## config.mk

```make
export PLATFORM = sky130hd
export DESIGN_NAME = multizone_irrigation_sequencer
export DESIGN_NICKNAME = d
export VERILOG_FILES = /design/src/rtl/irrig_pkg.sv /design/src/rtl/zone_usage_bank.sv /design/src/rtl/multizone_irrigation_sequencer.sv
export SDC_FILE = /design/constraint.sdc
export NUM_CORES = 1
export LEC_CHECK = 0
export CORE_UTILIZATION = 40
export CTS_BUF_LIST = sky130_fd_sc_hd__clkbuf_8 sky130_fd_sc_hd__clkbuf_16
export DETAILED_ROUTE_END_ITERATION = 7
export PLACE_DENSITY_LB_ADDON = 0.08
export SLEW_MARGIN = 20
export SYNTH_ARGS = -nofsm -noshare
export SYNTH_HDL_FRONTEND = slang
export SYNTH_SLANG_ARGS = --single-unit
```

## constraint.sdc

```tcl
create_clock -name clk -period 10.7 [get_ports clk]
set_clock_uncertainty 0.05 [all_clocks]
set_input_delay 2.675 -clock clk [delete_from_list [all_inputs] [get_ports clk]]
set_output_delay 2.675 -clock clk [all_outputs]
set_load 0.05 [all_outputs]
```

## src/rtl/irrig_pkg.sv

```systemverilog
// Shared types and constants for the multizone irrigation sequencer.
// Holds the sequencer state encoding, the usage increment amounts
// (normal vs. peak-sun) and the quota reset value helper.
package irrig_pkg;

    typedef enum logic [2:0] {
        IDLE   = 3'd0,
        SCAN   = 3'd1,
        RUN    = 3'd2,
        SETTLE = 3'd3,
        DONE   = 3'd4
    } irrig_state_t;

    localparam int INC_NORMAL = 1;
    localparam int INC_PEAK   = 2;

    // Quotas come out of reset at all-ones so no zone is blocked before configuration.
    function automatic logic [31:0] quota_reset_value(input int width);
        return (32'd1 << width) - 32'd1;
    endfunction

endpackage

```

## src/rtl/zone_usage_bank.sv

```systemverilog
// Per-zone usage and quota storage. Usage counts saturate at all-ones,
// a clear beats a same-cycle increment on the same zone, and
// out-of-range config/readback indices are ignored / read as zero.
module zone_usage_bank
    import irrig_pkg::*;
#(
    parameter int NUM_ZONES = 8,
    parameter int ZONE_W    = $clog2(NUM_ZONES),
    parameter int USAGE_W   = 10
) (
    input  logic                 clk,
    input  logic                 rst,
    input  logic                 inc_en,
    input  logic                 inc_peak,
    input  logic [ZONE_W-1:0]    inc_zone,
    input  logic                 cfg_wr,
    input  logic                 usage_clr,
    input  logic [ZONE_W-1:0]    cfg_zone,
    input  logic [USAGE_W-1:0]   cfg_data,
    input  logic [ZONE_W-1:0]    rd_zone,
    output logic [USAGE_W-1:0]   rd_usage,
    output logic [USAGE_W-1:0]   rd_quota,
    output logic [NUM_ZONES-1:0] quota_exceeded
);

    localparam logic [USAGE_W-1:0] QUOTA_RST = USAGE_W'(quota_reset_value(USAGE_W));
    localparam logic [USAGE_W:0]   USAGE_MAX = {1'b0, {USAGE_W{1'b1}}};

    logic [USAGE_W-1:0] usage [NUM_ZONES];
    logic [USAGE_W-1:0] quota [NUM_ZONES];
    logic [USAGE_W:0]   inc_sum;
    logic [USAGE_W-1:0] usage_sat;
    logic               rd_in_range;

    // Saturating add of the active zone's usage; one extra bit catches overflow.
    always_comb begin
        inc_sum   = {1'b0, usage[inc_zone]}
                  + (inc_peak ? (USAGE_W+1)'(INC_PEAK) : (USAGE_W+1)'(INC_NORMAL));
        usage_sat = (inc_sum > USAGE_MAX) ? USAGE_MAX[USAGE_W-1:0] : inc_sum[USAGE_W-1:0];
    end

    // Usage update: clear has priority over an increment to the same zone.
    always_ff @(posedge clk or posedge rst) begin
        if (rst) begin
            for (int i = 0; i < NUM_ZONES; i++) usage[i] <= '0;
        end else begin
            for (int i = 0; i < NUM_ZONES; i++) begin
                if (usage_clr && (cfg_zone == ZONE_W'(i)))
                    usage[i] <= '0;
                else if (inc_en && (inc_zone == ZONE_W'(i)))
                    usage[i] <= usage_sat;
            end
        end
    end

    // Quota writes; an index with no matching zone simply matches nothing.
    always_ff @(posedge clk or posedge rst) begin
        if (rst) begin
            for (int i = 0; i < NUM_ZONES; i++) quota[i] <= QUOTA_RST;
        end else begin
            for (int i = 0; i < NUM_ZONES; i++) begin
                if (cfg_wr && (cfg_zone == ZONE_W'(i)))
                    quota[i] <= cfg_data;
            end
        end
    end

    // Quota comparison straight from the storage registers.
    always_comb begin
        for (int i = 0; i < NUM_ZONES; i++) quota_exceeded[i] = (usage[i] >= quota[i]);
    end

    assign rd_in_range = ({1'b0, rd_zone} < (ZONE_W+1)'(NUM_ZONES));

    // Registered readback, zero for indices past the last zone.
    always_ff @(posedge clk or posedge rst) begin
        if (rst) begin
            rd_usage <= '0;
            rd_quota <= '0;
        end else begin
            rd_usage <= rd_in_range ? usage[rd_zone] : '0;
            rd_quota <= rd_in_range ? quota[rd_zone] : '0;
        end
    end

endmodule

```

## src/rtl/multizone_irrigation_sequencer.sv

```systemverilog
// Multizone irrigation sequencer: scans zones in ascending order, waters each
// eligible zone, and keeps every valve closed for SETTLE_CYCLES between zones.
// Optional run-time limit per zone is enabled by defining IRR_RUN_LIMIT_EN.
// cycle_start / cycle_abort are single-cycle requests sampled on each clock;
// there is no back-pressure: start is dropped while busy, abort wins over start.
module multizone_irrigation_sequencer
    import irrig_pkg::*;
#(
    parameter int NUM_ZONES     = 8,
    parameter int ZONE_W        = $clog2(NUM_ZONES),
    parameter int USAGE_W       = 10,
    parameter int SETTLE_CYCLES = 16,
    parameter int MAX_RUN_TICKS = 600
) (
    input  logic                 clk,
    input  logic                 rst,
    input  logic                 flow_pulse,
    input  logic                 peak_time,
    input  logic                 tick,
    input  logic                 rain,
    input  logic [NUM_ZONES-1:0] moisture_dry,
    input  logic [NUM_ZONES-1:0] zone_mask,
    input  logic                 cycle_start,
    input  logic                 cycle_abort,
    input  logic                 cfg_wr,
    input  logic                 usage_clr,
    input  logic [ZONE_W-1:0]    cfg_zone,
    input  logic [USAGE_W-1:0]   cfg_data,
    input  logic [ZONE_W-1:0]    rd_zone,
    output logic [USAGE_W-1:0]   rd_usage,
    output logic [USAGE_W-1:0]   rd_quota,
    output logic [NUM_ZONES-1:0] valve_on,
    output logic [ZONE_W-1:0]    active_zone,
    output logic                 busy,
    output logic [NUM_ZONES-1:0] quota_exceeded,
    output logic [NUM_ZONES-1:0] timeout_flag,
    output logic                 cycle_done,
    output logic [2:0]           dbg_state
);

    localparam logic [ZONE_W-1:0] LAST_ZONE   = ZONE_W'(NUM_ZONES - 1);
    localparam int                SETTLE_W    = $clog2(SETTLE_CYCLES + 1);
    localparam logic [SETTLE_W-1:0] SETTLE_LAST = SETTLE_W'(SETTLE_CYCLES - 1);

    irrig_state_t        state;
    logic [ZONE_W-1:0]   idx;
    logic [SETTLE_W-1:0] settle_cnt;
    logic                eligible;
    logic                run_stop;
    logic                limit_hit;
    logic                inc_en;

    assign eligible    = zone_mask[idx] & moisture_dry[idx] & ~rain & ~quota_exceeded[idx];
    assign run_stop    = ~moisture_dry[idx] | rain | quota_exceeded[idx] | limit_hit;
    assign inc_en      = flow_pulse & (|valve_on);
    assign busy        = (state != IDLE);
    assign active_zone = idx;
    assign dbg_state   = state;

    zone_usage_bank #(
        .NUM_ZONES (NUM_ZONES),
        .ZONE_W    (ZONE_W),
        .USAGE_W   (USAGE_W)
    ) u_bank (
        .clk            (clk),
        .rst            (rst),
        .inc_en         (inc_en),
        .inc_peak       (peak_time),
        .inc_zone       (idx),
        .cfg_wr         (cfg_wr),
        .usage_clr      (usage_clr),
        .cfg_zone       (cfg_zone),
        .cfg_data       (cfg_data),
        .rd_zone        (rd_zone),
        .rd_usage       (rd_usage),
        .rd_quota       (rd_quota),
        .quota_exceeded (quota_exceeded)
    );

`ifdef IRR_RUN_LIMIT_EN
    localparam int RUN_W = $clog2(MAX_RUN_TICKS + 1);
    logic [RUN_W-1:0] run_cnt;

    assign limit_hit = (state == RUN) && (run_cnt == RUN_W'(MAX_RUN_TICKS));

    // Tick counter for the current watering run; idle outside RUN so each zone starts at 0.
    always_ff @(posedge clk or posedge rst) begin
        if (rst)
            run_cnt <= '0;
        else if (state != RUN)
            run_cnt <= '0;
        else if (tick && (run_cnt != RUN_W'(MAX_RUN_TICKS)))
            run_cnt <= run_cnt + RUN_W'(1);
    end

    // Sticky record of zones cut off by the limit, cleared when a new cycle is accepted.
    always_ff @(posedge clk or posedge rst) begin
        if (rst)
            timeout_flag <= '0;
        else if ((state == IDLE) && cycle_start && !cycle_abort)
            timeout_flag <= '0;
        else if (limit_hit && !cycle_abort)
            timeout_flag[idx] <= 1'b1;
    end
`else
    logic run_limit_unused;
    assign run_limit_unused = tick | (MAX_RUN_TICKS == 0);
    assign limit_hit        = 1'b0;
    assign timeout_flag     = '0;
`endif

    // Sequencer FSM: scan, run, settle, done; valves only change here.
    always_ff @(posedge clk or posedge rst) begin
        if (rst) begin
            state      <= IDLE;
            idx        <= '0;
            settle_cnt <= '0;
            valve_on   <= '0;
            cycle_done <= 1'b0;
        end else begin
            cycle_done <= 1'b0;
            case (state)
                IDLE: begin
                    if (cycle_start && !cycle_abort) begin
                        state <= SCAN;
                        idx   <= '0;
                    end
                end
                SCAN: begin
                    if (cycle_abort) begin
                        state <= DONE;
                    end else if (eligible) begin
                        state    <= RUN;
                        valve_on <= NUM_ZONES'(1) << idx;
                    end else if (idx == LAST_ZONE) begin
                        state <= DONE;
                    end else begin
                        idx <= idx + ZONE_W'(1);
                    end
                end
                RUN: begin
                    if (cycle_abort) begin
                        state    <= DONE;
                        valve_on <= '0;
                    end else if (run_stop) begin
                        state      <= SETTLE;
                        valve_on   <= '0;
                        settle_cnt <= '0;
                    end
                end
                SETTLE: begin
                    if (cycle_abort) begin
                        state <= DONE;
                    end else if (settle_cnt == SETTLE_LAST) begin
                        if (idx == LAST_ZONE) begin
                            state <= DONE;
                        end else begin
                            state <= SCAN;
                            idx   <= idx + ZONE_W'(1);
                        end
                    end else begin
                        settle_cnt <= settle_cnt + SETTLE_W'(1);
                    end
                end
                DONE: begin
                    state      <= IDLE;
                    cycle_done <= 1'b1;
                end
                default: begin
                    state    <= IDLE;
                    valve_on <= '0;
                end
            endcase
        end
    end

endmodule

```

* After elaboration in Yosys (flattened, before gate mapping)
Cells that the tools add are included.
** Storage, ports and cells
- Register bits after elaboration :: 200
- Bits of input ports :: 42
- Output and inout bits :: 52
- Word-level logic and storage cells :: 189
** Operators by class
- Add/sub/neg operators :: 3
- $lt $le $gt $ge :: 12
- Equality and inequality tests :: 31
- Shift operators :: 1
- Multiplexer cells :: 61
- Bitwise operators :: 12
- Reductions and logical operators :: 46
** Operator list (count)
- two-way mux 10 bit :: 23
- binary-select mux 10 bit (select 3 bit) :: 3
- >= comparator 10 bit :: 8
- two-way mux 3 bit :: 15
- two-way mux 8 bit :: 4
- == test 3 bit (second input constant) :: 9
- logical AND 1 bit :: 25
- case mux 8 bit (3 select lines) :: 1
- two-way mux 5 bit :: 4
- == test 3 x 2 -> 1 bit (second input constant) :: 6
- inequality test 2 bit (second input constant) :: 9
- nonzero test 2 bit :: 9
- case mux 3 bit (4 select lines) :: 1
- adder 10 x 11 -> 11 bit :: 1
- greater-than comparator 11 x 10 -> 1 bit (second input constant) :: 1
- case mux 5 bit (2 select lines) :: 1
- binary-select mux 1 bit (select 3 bit) :: 3
- == test 3 x 1 -> 1 bit (second input constant) :: 3
- logical NOT 3 bit :: 3
- case mux 3 bit (3 select lines) :: 1
- >= comparator 4 bit (second input constant) :: 2
- NOT 3 -> 4 bit :: 2
- AND reduction 4 bit :: 2
- OR reduction 8 bit :: 1
- other kinds (17) :: 29

* Depth between registers and ports, before layout
- Depth in word-level cells :: 9
- Gate-level depth with buffers :: 16
- Mapped depth without buffers :: 12

* Hierarchy
From an unflattened synthesis, not the netlist that was laid out.
** Unflattened totals
- Cell total of the unflattened synthesis :: 1159
- Area, all modules :: 12478.2 sq um
** By module, submodules not included
- zone_usage_bank :: times used 1, cells an instance 1012, area each 10999.3 sq um, sequential area each 4604.4 sq um
- multizone_irrigation_sequencer :: times used 1, cells an instance 147, area each 1478.9 sq um, sequential area each 500.5 sq um

* Least setup slack after synthesis
OpenSTA, ideal clock, no wires.
- Path kind :: register to output
- Start point :: reg u_bank.quota[49] in the netlist's numbering
- End point :: out quota_exceeded[3]
- Arrival time :: 2.203 ns
- Data required time :: 7.975 ns
- Slack :: 5.772 ns
- Stages on the path, launching flop included :: 5
- Buffers on the path :: 0
- Cell sequence :: dfstp_2 inv_1 ha_1 nand4_1 o31ai_1
** Between the ends
- Cells in the longest elaborated chain, start to end :: 1
** Ends and longest elaborated chain
- start: declaration :: line zone_usage_bank.sv:30 : logic [USAGE_W-1:0] quota [NUM_ZONES];
- start signal: indexed assignment :: line zone_usage_bank.sv:63 : quota[i] <= cfg_data;
- >= comparator 10 bit :: line zone_usage_bank.sv:70 : for (int i = 0; i < NUM_ZONES; i++) quota_exceeded[i] = (usage[i] >= quota[i]);
- end: declaration :: line multizone_irrigation_sequencer.sv:35 : output logic [NUM_ZONES-1:0] quota_exceeded,
Every way passes these cells.

* Worst setup path in the final report
- Start point :: reg u_bank.quota[44] in the netlist's numbering
- End point :: out quota_exceeded[3]
The elaborated chain is that of the path after synthesis.

==> reports/qor.yml <==
synthesis:
  ys_ff_latch: 200
  yosysSeqAreaShare: 0.431
  synth_edf_count: 0
  synth_flop_cell: "dfrtp_1"
  syn_inst: 1048
  async_reset_ff_frac: 1.00
  synthTopCellsByArea: "dfrtp_1, dfstp_2, mux4_2"
  yosysWarnings: 0
  synth_top_area_share: 0.254
  syn_area_um2: 11800
  synth_top_cell_by_area: "dfrtp_1"
  ys_types: 70
  avgSynthCellArea_um2: 11.3
power_and_ir_drop:
  power_frac_clock: 0.273
  p_leak_nw: 6.02
  power_density_nw_per_um2: 172
  p_comb_frac: 0.314
  p_int_mw: 1.49
  ir_worst_vdd_v: 0.000108
  power_frac_seq: 0.412
  p_switching_uw: 858
  swShare: 0.366
clock_network:
  cts.sinks: 200
  insertion_delay_ns: 0.45
  cts_resized: 0
  cts_tree: "yes"
  postCtsSetupBuffers: 0
  clockBufferDepth: 2
  cts-htree-levels: 4
  holdBufCountCts: 0
  cts_root_buf: "clkbuf_16"
  cts_buffers: 17
  clkTransAtPathRegs_ns: 0.07
placed_design:
  place_inst: 1484
  place.gp.congestion: 0.819
  hpwlAfterDp_um: 26700
  port_buffers: 84
setup_path:
  cp_slowest_cell: "clkdlybuf4s50_1"
  cp.depth: 7
  critPathLaunch: "u_bank.quota[44]"
  cp.required_ns: 7.98
  timing.critical_path.fanout_max: 3
  r2r-start: "active_zone[0]"
  startpoint_type: "flip-flop"
  worstReg2RegEnd: "u_bank.usage[58]"
  path_buf_inv: 2
  path_class: "flip-flop to primary output"
  slowest_delay_ns: 0.75
  crit_chain: "inv_1 > ha_1 > a21oi_1 > a211oi_1 > a2111oi_0 > o31ai_1 > clkdlybuf4s50_1"
  endpoint: "quota_exceeded[3]"
  ff2ff_path_depth: 13
  end_kind: "primary output"
  cp_top_family: "compound AO/OA/AOI/OAI gates"
  reg2reg_slack_ns: 6.45
  worstPathArrival_ns: 3.13
floorplanning:
  initial_utilization: 0.409
  rows: 62
  fp.dieW_um: 174
  die_area_um2: 30300
  pin_count: 94
  coreArea_um2: 28900
  dieHeight_um: 174
cells_and_area:
  final_core_util: 0.471
  drive_above_1_share: 0.239
  final_common_cell: "dfrtp_1"
  final_cell_mix: "dfrtp_1, nand2_1, inv_1, ha_1, clkdlybuf4s50_1"
  fill_cells: 2673
  area_growth_pct: 15.1
  n_antenna_cell: 0
  layout.cells.non_filler: 1516
  nets: 1252
global_route:
  track_usage: 0.253
  first_global_vias: 8801
  gr-total-overflow: 0
  antenna_found_initial: 1
  grt_pass1_wl_um: 56200
  grt_max_degree: 135
routing:
  dr_total_vias: 8556
  drtIter0Drc: 772
  ant_nets: 0
  via_per_inst: 5.64
  wirelength_um: 36300
  first_pass_iters: 5
  drc: 0
  wl_per_cell_um: 24.0
timing:
  finalMaxSlewViolations: 0
  period_minus_slack_ns: 5.86
  max_freq_mhz: 171
  slew_headroom: 0.199
  finalSetupTns_ns: 0
  setup_viol_count_final: 0
  fin_crit_sh: 0.548
  rsz0062_at_grt: "no"
  worst_slew_pin_slew_ns: 1.20
  hold_viol_final: 0
  holdWs_ns: 0.471
worst_hold_path:
  hold_class: "flip-flop to flip-flop"
outcome:
  outcome: "complete, no violations"
job:
  max_cap_viol_count: 0
## worst min-delay path, delay by kind of cell (launching register included)
kind | cells | cell delay [ns]
buf+inv | 1 | 0.06
flops | 1 | 0.37
compound gates | 1 | 0.08
## Yosys cell counts (all sizes together) (2+ instances only)
master,number
and2,5
dfrtp,120
nor3,15
a31oi,4
buf,22
nand3,10
a311oi,2
a211oi,12
o311a,2
ha,90
a21o,4
o21bai,2
mux2i,10
nand2b,16
a21boi,2
o21a,2
a41oi,3
nand4b,4
or4,2
a22o,64
o21ai,82
nor3b,2
xor2,5
nand2,102
or2,10
nor2,37
nand4,15
inv,96
a21oi,33
mux2,60
or3,7
clkbuf,28
o31ai,3
dfstp,80
and3,6
mux4,62
nor4,9
a32o,2
a2111oi,2
## worst min-delay path by stage
stage,cells past startpoint,slack (ns),startpoint,endpoint
floorplan,1,0.41,settle_cnt[4],settle_cnt[4]
global placement,1,0.43,settle_cnt[4],settle_cnt[4]
detailed placement,2,0.46,u_bank.quota[34],u_bank.quota[34]
CTS,2,0.48,u_bank.quota[34],u_bank.quota[34]
global route,2,0.51,u_bank.quota[34],u_bank.quota[34]
finish,2,0.47,u_bank.quota[34],u_bank.quota[34]
## sequential cells by signal (all words and copies together) (netlist names)
register / flops
active_zone: 3
cycle_done: 1
dbg_state: 3
settle_cnt: 5
u_bank.quota: 80
u_bank.rd_quota: 10
u_bank.rd_usage: 10
u_bank.usage: 80
valve_on: 8
## cell families after synthesis
logic type      Yosys count  synth area share
flops                   200             0.431
other cells               1          0.000317
xor+xnor                  6           0.00444
simple gates            245             0.103
mux                     132             0.184
compound gates          227             0.131
buf+inv                 146            0.0505
fa+ha+maj                91            0.0968
## through the flow
stage / power [mW] / setup WS (ns) / cell area, um2
after floorplan: 1.47 / 2.65 / 11900
after global placement: 1.71 / 5.17 / 13100
after detailed placement: 1.71 / 5.16 / 13100
after CTS: 2.36 / 4.84 / 13600
after global routing: 2.47 / 4.66 / 13600
final: 2.34 / 4.84 / 13600
## power groups by stage
stage,Sequential [mW],Combinational [mW],Clock [mW]
global placement,0.978,0.731,0
finish,0.966,0.737,0.641
global route,0.980,0.810,0.684
CTS,0.966,0.740,0.658
detailed placement,0.979,0.736,0
floorplan,1.02,0.445,0
## routing by layer
metal	share of wire	up-vias	global-route usage
li1	-	3981	-
met4	0.026	0	0.0830
met1	0.45	4290	0.347
met3	0.050	38	0.0394
met2	0.48	247	0.409
met5	0	-	0
## area by class of cell
type / count / area [um2] / share of cell area
clock buffer: 17 / 425 / 0.0312
inverter: 96 / 368 / 0.0270
sequential: 200 / 5110 / 0.375
multi-input combinational: 709 / 6190 / 0.454
tap: 384 / 480 / 0.0352
clock inverter: 15 / 144 / 0.0106
timing repair buffer: 95 / 913 / 0.0670
No activity file was read; power rests on OpenSTA's default activity.
